--- src/rtl/neighbor_bank_arbiter_pkg.sv ---
// neighbor_bank_arbiter_pkg: shared bank-state type, default sizes and the bank-select field macro
`ifndef NBA_BANK_SEL
`define NBA_BANK_SEL(a, aw, bw) a[(aw)-1 -: (bw)]
`endif

package neighbor_bank_arbiter_pkg;
    localparam int NUM_PE_DEF = 4;
    localparam int NUM_BANK_DEF = 4;
    typedef enum logic [1:0] {FREE, ISSUE, WAIT} bank_state_e;
endpackage

--- src/rtl/neighbor_bank_arbiter_rr_picker.sv ---
// neighbor_bank_arbiter_rr_picker: first requester at or after ptr, wrapping, as one-hot plus index
module neighbor_bank_arbiter_rr_picker #(
    parameter int N = 4,
    parameter int TAG_W = $clog2(N)
) (
    input  logic [N-1:0]     req,
    input  logic [TAG_W-1:0] ptr,
    output logic [N-1:0]     gnt,
    output logic [TAG_W-1:0] idx,
    output logic             any
);
    logic [TAG_W-1:0] c;
    // Scan from the farthest offset down so the nearest requester is written last
    always_comb begin
        idx = '0;
        any = 1'b0;
        c = '0;
        for (int k = N - 1; k >= 0; k--) begin
            c = ptr + TAG_W'(k);
            if (req[c]) begin
                idx = c;
                any = 1'b1;
            end
        end
    end
    assign gnt = any ? N'(1) << idx : '0;
endmodule

--- src/rtl/neighbor_bank_arbiter.sv ---
// neighbor_bank_arbiter: round-robin sharing of neighbor-bank controllers among Edge PEs
module neighbor_bank_arbiter
    import neighbor_bank_arbiter_pkg::*;
#(
    parameter int NUM_PE = NUM_PE_DEF,
    parameter int NUM_BANK = NUM_BANK_DEF,
    parameter int ADDR_W = 16,
    parameter int BANK_W = $clog2(NUM_BANK),
    parameter int TAG_W = $clog2(NUM_PE)
) (
    input  logic                                 clk,
    input  logic                                 reset,
    input  logic [NUM_PE-1:0]                    req_valid,
    input  logic [NUM_PE*ADDR_W-1:0]             req_addr,
    output logic [NUM_PE-1:0]                    req_ready,
    output logic [NUM_BANK-1:0]                  bank_valid,
    output logic [NUM_BANK*(ADDR_W-BANK_W)-1:0]  bank_addr,
    output logic [NUM_BANK*TAG_W-1:0]            bank_pe_tag,
    input  logic [NUM_BANK-1:0]                  bank_busy,
    output logic                                 arb_idle
);
    localparam int LW = ADDR_W - BANK_W;
    logic [ADDR_W-1:0] addr [NUM_PE];
    logic [NUM_PE-1:0] gnt [NUM_BANK];
    logic [NUM_BANK-1:0] free;
    for (genvar i = 0; i < NUM_PE; i++) begin : g_pe
        assign addr[i] = req_addr[i*ADDR_W +: ADDR_W];
    end
    for (genvar b = 0; b < NUM_BANK; b++) begin : g_bank
        bank_state_e st;
        logic [TAG_W-1:0] ptr, idx, t_q;
        logic [LW-1:0] a_q;
        logic [NUM_PE-1:0] cand, pick;
        logic any;
        always_comb begin
            cand = '0;
            for (int i = 0; i < NUM_PE; i++)
                cand[i] = req_valid[i] && (`NBA_BANK_SEL(addr[i], ADDR_W, BANK_W) == BANK_W'(b));
        end
        neighbor_bank_arbiter_rr_picker #(.N(NUM_PE), .TAG_W(TAG_W)) u_pick (
            .req(cand),
            .ptr(ptr),
            .gnt(pick),
            .idx(idx),
            .any(any)
        );
        assign free[b] = st == FREE;
        assign gnt[b] = free[b] ? pick : '0;
        // ISSUE ignores busy: the controller only sees the request during that cycle
        always_ff @(posedge clk or posedge reset) begin
            if (reset) begin
                st <= FREE;
                ptr <= '0;
                a_q <= '0;
                t_q <= '0;
            end else begin
                st <= st == FREE ? (any ? ISSUE : FREE) : st == ISSUE ? WAIT : (bank_busy[b] ? WAIT : FREE);
                if (free[b] && any) begin
                    ptr <= idx + TAG_W'(1);
                    a_q <= addr[idx][LW-1:0];
                    t_q <= idx;
                end
            end
        end
        assign bank_valid[b] = st == ISSUE;
        assign bank_addr[b*LW +: LW] = a_q;
        assign bank_pe_tag[b*TAG_W +: TAG_W] = t_q;
    end
    always_comb begin
        req_ready = '0;
        if (!reset)
            for (int b = 0; b < NUM_BANK; b++) req_ready = req_ready | gnt[b];
    end
    assign arb_idle = reset || (&free && !(|req_valid));
endmodule

--- config.mk ---
export PLATFORM = sky130hd
export DESIGN_NAME = neighbor_bank_arbiter
export DESIGN_NICKNAME = d
export VERILOG_FILES = /design/src/rtl/neighbor_bank_arbiter_pkg.sv /design/src/rtl/neighbor_bank_arbiter_rr_picker.sv /design/src/rtl/neighbor_bank_arbiter.sv
export SDC_FILE = /design/constraint.sdc
export NUM_CORES = 1
export LEC_CHECK = 0
export ABC_AREA = 1
export CAP_MARGIN = 20
export CORE_MARGIN = 2
export CORE_UTILIZATION = 51
export DETAILED_ROUTE_END_ITERATION = 8
export PLACE_DENSITY = 0.82
export SYNTH_ARGS = -nofsm -noshare
export SYNTH_HDL_FRONTEND = slang
export SYNTH_SLANG_ARGS = --single-unit
--- constraint.sdc ---
create_clock -name clk -period 2.8 [get_ports clk]
set_clock_uncertainty 0.1 [all_clocks]
set_input_delay 0.28 -clock clk [delete_from_list [all_inputs] [get_ports clk]]
set_output_delay 0.28 -clock clk [all_outputs]
set_load 0.05 [all_outputs]
# Yosys cells after proc, flatten, opt, wreduce, memory -nomap -nowiden
# Index checks and enable logic that the tools add are counted.
dict set report classes {
  add_sub_neg 16
  magnitude_cmp 20
  n_eq_ne 16
  shifts 4
  mux 101
  n_bitwise 7
  reduce_logical 33
}
# cell count
set ops {}
lappend ops {{$bmux W16 S2} 4}
lappend ops {{$mux W14} 8}
lappend ops {{$mux W2} 28}
lappend ops {{$lt A2 B3 Y1 const B} 16}
lappend ops {{$mux W1} 36}
lappend ops {{$mux W4} 9}
lappend ops {{$bmux W1 S2} 16}
lappend ops {{$logic_and A1 B1 Y1} 21}
lappend ops {{$add A2 B1 Y2 const B} 8}
lappend ops {{$add A2 B2 Y2 const B} 8}
lappend ops {{$eq A2 B1 Y1 const B} 8}
lappend ops {{$eq A2 B2 Y1 const B} 8}
lappend ops {{$logic_not A2 Y1} 8}
lappend ops {{$shl A1 B2 Y4 const A} 4}
lappend ops {{$ge A3 B3 Y1 const B} 4}
lappend ops {{$not A2 Y3} 4}
lappend ops {{$or A4 B4 Y4} 3}
lappend ops {{$reduce_and A4 Y1} 1}
lappend ops {{$reduce_or A4 Y1} 1}
lappend ops {{$logic_not A1 Y1} 1}
lappend ops {{$logic_or A1 B1 Y1} 1}
dict set report word_totals {
  ff_bits 80
  input_bits 74
  out_inout_bits 73
  elab_cells 213
}

# Logic depth before layout (Yosys ltp)
dict set report logic_depth {
  ltp_word 15
  ltp_mapped 17
}

# Hierarchy
# Synthesis repeated with hierarchy kept, for this count alone.
dict set report unflattened {
  hier_cells 1105
  hier_area_um2 6394.9
}
# module n_inst cells_each area_per_inst_um2 seq_area_each_um2
set modules_own_cells {}
lappend modules_own_cells {neighbor_bank_arbiter 1 873 5363.9 2001.9}
lappend modules_own_cells {neighbor_bank_arbiter_rr_picker 4 58 257.7 0.0}

# Worst setup path after synthesis
# OpenSTA, ideal clock, no wires.
dict set report synth_path {
  kind {in2out}
  from {in reset}
  to {out arb_idle}
  arrival_ps 3297
  required_ps 2420
  setup_slack_ps -877
  cell_stages 2
  n_path_buf 0
  cell_sequence {inv_1 > o21ai_0}
}
dict set report synth_via {
  elab_chain_len 1
}
# item line_no
set synth_lines {}
lappend synth_lines {{start: declaration} neighbor_bank_arbiter.sv:12} ;# input logic reset,
lappend synth_lines {{$logic_or A1 B1 Y1} neighbor_bank_arbiter.sv:74} ;# assign arb_idle = reset || (&free && !(|req_valid));
lappend synth_lines {{end: declaration} neighbor_bank_arbiter.sv:20} ;# output logic arb_idle
# Every way passes these cells.

# Final worst setup path
dict set report layout_path {
  from {reg g_bank[3].ptr[0]}
  to {out req_ready[3]}
}
dict set report layout_via {
  elab_chain_len 12
}
# item line_no
set layout_lines {}
lappend layout_lines {{start: declaration} neighbor_bank_arbiter.sv:31} ;# logic [TAG_W-1:0] ptr, idx, t_q;
lappend layout_lines {{start signal: assignment} neighbor_bank_arbiter.sv:59} ;# ptr <= idx + TAG_W'(1);
lappend layout_lines {{$add A2 B2 Y2} neighbor_bank_arbiter_rr_picker.sv:19} ;# c = ptr + TAG_W'(k);
lappend layout_lines {{$bmux W1 S2} neighbor_bank_arbiter_rr_picker.sv:20} ;# if (req[c]) begin
lappend layout_lines {{$mux W1 (implied by the code)} neighbor_bank_arbiter_rr_picker.sv:20}
lappend layout_lines {{$mux W2 (3 in a row)} neighbor_bank_arbiter_rr_picker.sv:20}
lappend layout_lines {{$mux W2 *} neighbor_bank_arbiter_rr_picker.sv:20}
lappend layout_lines {{via g_bank[3].idx[1]} neighbor_bank_arbiter.sv:31}
lappend layout_lines {{$shl A1 B2 Y4 *} neighbor_bank_arbiter_rr_picker.sv:26} ;# assign gnt = any ? N'(1) << idx : '0;
lappend layout_lines {{$mux W4 *} neighbor_bank_arbiter_rr_picker.sv:26}
lappend layout_lines {{$mux W4 *} neighbor_bank_arbiter.sv:48} ;# assign gnt[b] = free[b] ? pick : '0;
lappend layout_lines {{$or A4 B4 Y4 *} neighbor_bank_arbiter.sv:72} ;# for (int b = 0; b < NUM_BANK; b++) req_ready = req_ready | gnt[b];
lappend layout_lines {{$mux W4 *} neighbor_bank_arbiter.sv:71} ;# if (!reset)
lappend layout_lines {{end: declaration} neighbor_bank_arbiter.sv:15} ;# output logic [NUM_PE-1:0] req_ready,
# The timed path passes the listed nets; every way through them passes the cells marked *. The select of a mux whose other input is x is not followed.

==> run summary <==
outcome - completed
Routed Antenna Nets - 0
Post-synth EDFFs - 0
# DRC - 0
Vias per Instance - 5.541
Cells after Synth - 1,009
CP startpoint kind - register
fin crit period - 2.706 ns
final hold vios - 0
Arr. time, crit path - 2.33 ns
worst-path cell chain - inv_4 -> nand2_1 -> nand3_2 -> nand2_1 -> inv_2 -> nand2_1 -> nand3_4 -> inv_2 -> ha_1 -> inv_1 -> nor2_1 -> nor2_2 -> nand3_2 -> nand2_1 -> inv_2 -> buf_12
required time of the critical path - 2.42 ns
Critical-path top delay cell - dfrtp_2
f_max - 0.3695 GHz
I/O Pins - 147
Starting Density - 52.17%
total clock sinks - 80
GR Overflow Total - 0
worst slew pin tran - 0.5228 ns
area of the multi-input gates - 3696 µm²
# rows - 40
initial antenna violation count - 0
routed length per instance - 16.54 µm
Fillers - 1,013
total CTS buffers - 9
min-delay src - g_bank[2].a_q[12]$_DFFE_PP0P_
Overall Global Routing Usage - 33.45%
routability cong. - 1.030
total wire length - 21.72 mm
clock slew at reported path FFs - 0.06 ns
ys async rst share - 100.0%
slew margin rel. - 65.04%
fin. max-slew vios - 0
CP endpoint kind - output pin
Die ar. - 13,140 µm²
syn nets - 1,087
Ant. Diodes - 0
Die X - 114.6 µm
RSZ-0062 raised after global routing - yes
Seq cells post-synth - 80
Place WS - -0.08885 ns
critical path class - register to output pin
H-tree levels - 3
drt pass-1 iters - 6
FF+latch area - 2008 µm²
min-delay worst type - register to register
yosys warns - 0
register area share after synthesis - 32.08%
pin count of the biggest net entering global routing - 81
Synth Cell Area - 6240 µm²
Port Buffer Count - 146
Die Y - 114.6 µm
crit path launch - g_bank[3].ptr[0]$_DFFE_PP0P_
CORE AREA - 11,960 µm²
CP max FO - 8
Cell variety after synth - 35
CTS tree - done
Max Root-Sink Buffers - 2
final setup vio count - 0
first-pass GRT wire length - 34.04 mm
Max-Cap Viols - 0
Syn Area/Cell - 6.184 µm²
Critical Path Most Common Cell - nand2_1
Worst Slack Setup Final - 0.09376 ns
root buf cell - clkbuf_16
DRT iter0 DRCs - 699
Main synth FF type - dfrtp_1
Area Overhead vs Synth - 34.53%
Skew-Pair Late Insertion Delay - 0.34 ns
Final nets - 1,241
Worst R2R Start - g_bank[2].ptr[0]$_DFFE_PP0P_
vias in the first global route - 6,500
fin crit share - 96.65%
DP HPWL - 16.28 mm
CP peak stage delay - 0.50 ns
vias post-DR - 7,275
share of layout cells above drive strength 1 - 12.26%
==> synthesized netlist by cell type, types with 2 or more instances <==
cell / n / share of area (%)
ha_1: 4 / 0.80
o21ai_0: 18 / 1.4
inv_2: 11 / 0.66
nor2_2: 5 / 0.50
or2_2: 3 / 0.30
xor2_1: 2 / 0.28
or2_0: 3 / 0.30
inv_1: 73 / 4.4
a21oi_1: 2 / 0.16
buf_4: 17 / 2.0
o21ai_1: 21 / 1.7
nand2_1: 413 / 25
o211ai_1: 11 / 1.3
buf_2: 27 / 2.2
nand3_1: 198 / 16
nand3_2: 6 / 0.96
buf_6: 8 / 1.4
nor2_1: 69 / 4.2
and2_1: 2 / 0.20
inv_4: 2 / 0.20
nand2_4: 2 / 0.36
o21bai_1: 2 / 0.24
nand2_2: 5 / 0.50
nand4_1: 15 / 1.5
dfrtp_1: 80 / 32
==> critical path, delay by kind of cell (launching register included) <==
family | cells | cell delay [ns]
buffers and inverters | 6 | 0.51
adders and majority gates | 1 | 0.19
DFF | 1 | 0.50
and+or+nand+nor | 9 | 0.77
==> metal layers <==
metal,vias to the layer above,global-route usage [%],wire (µm)
met5,-,0,0
met4,0,10.65,593
met3,47,8.682,2163
met2,405,47.97,9191
met1,3288,49.13,9770
li1,3535,-,-
==> metrics by stage <==
stage	utilization (%)	area [µm²]	TNS [ns]	std cells	hold WS, ns
2_1_floorplan	-	6243	0	1009	0.3010
3_3_place_gp	66.06	7901	0	1292	0.3563
3_5_place_dp	66.06	7901	-0.1320	1292	0.3647
4_1_cts	68.49	8193	0	1306	0.3807
5_1_grt	70.18	8394	-0.1317	1313	0.3972
6_report	70.18	8394	0	1313	0.3754
==> layout by cell type (no fill, tap or decap), drive strengths merged, types with 7 or more instances in the layout <==
cell and count:
nand2 420, clkdlybuf4s50 129, dlymetal6s2s 7, or2 7
o211ai 11, clkbuf 11, dfrtp 80, o21ai 40
inv 85, nand3 205, buf 53, nand4 15
nor2 75
==> state kept, by name (all words and copies together), names as in the netlist <==
name        count
g_bank.a_q     56
g_bank.ptr      8
g_bank.st       8
g_bank.t_q      8
==> layout make-up <==
cell class	count	share of cell area, %
clock buffers	10	2.728
clock inverters	4	0.5664
inverters	86	3.980
multi-input cells	791	44.03
flip-flops and latches	80	23.92
well taps	147	2.191
repair buffers	195	22.58
==> cell families after synthesis <==
group | share of synthesized area (%)
compound gates | 5.113
simple gates | 50.41
fa+ha+maj | 0.8021
flops | 32.08
buf+inv | 10.91
xor+xnor | 0.6819
==> worst paths after layout <==
path / end / cells after the start / slack (ns)
worst min-delay path: g_bank[2].a_q[12]$_DFFE_PP0P_ / 2 / 0.38
worst min register to register: g_bank[2].a_q[12]$_DFFE_PP0P_ / 2 / 0.38
max in group asynchronous: g_bank[2].ptr[0]$_DFFE_PP0P_ / 3 / 1.75
worst max-delay path: req_ready[3] / 16 / 0.09
worst max register to register: g_bank[2].a_q[2]$_DFFE_PP0P_ / 14 / 0.60
min in group asynchronous: g_bank[3].st[0]$_DFF_PP0_ / 3 / 0.43
==> what timing repair did <==
action,4_1_cts,5_1_grt
hold buffers,0,0
setup endpoints to repair,4,4
gates resized for setup,11,47
buffers inserted,0,7
gates cloned,0,0
pin swaps,0,14
Power is not shown: default switching activity piles up to over one toggle a cycle in this logic, so the estimate is an artifact.
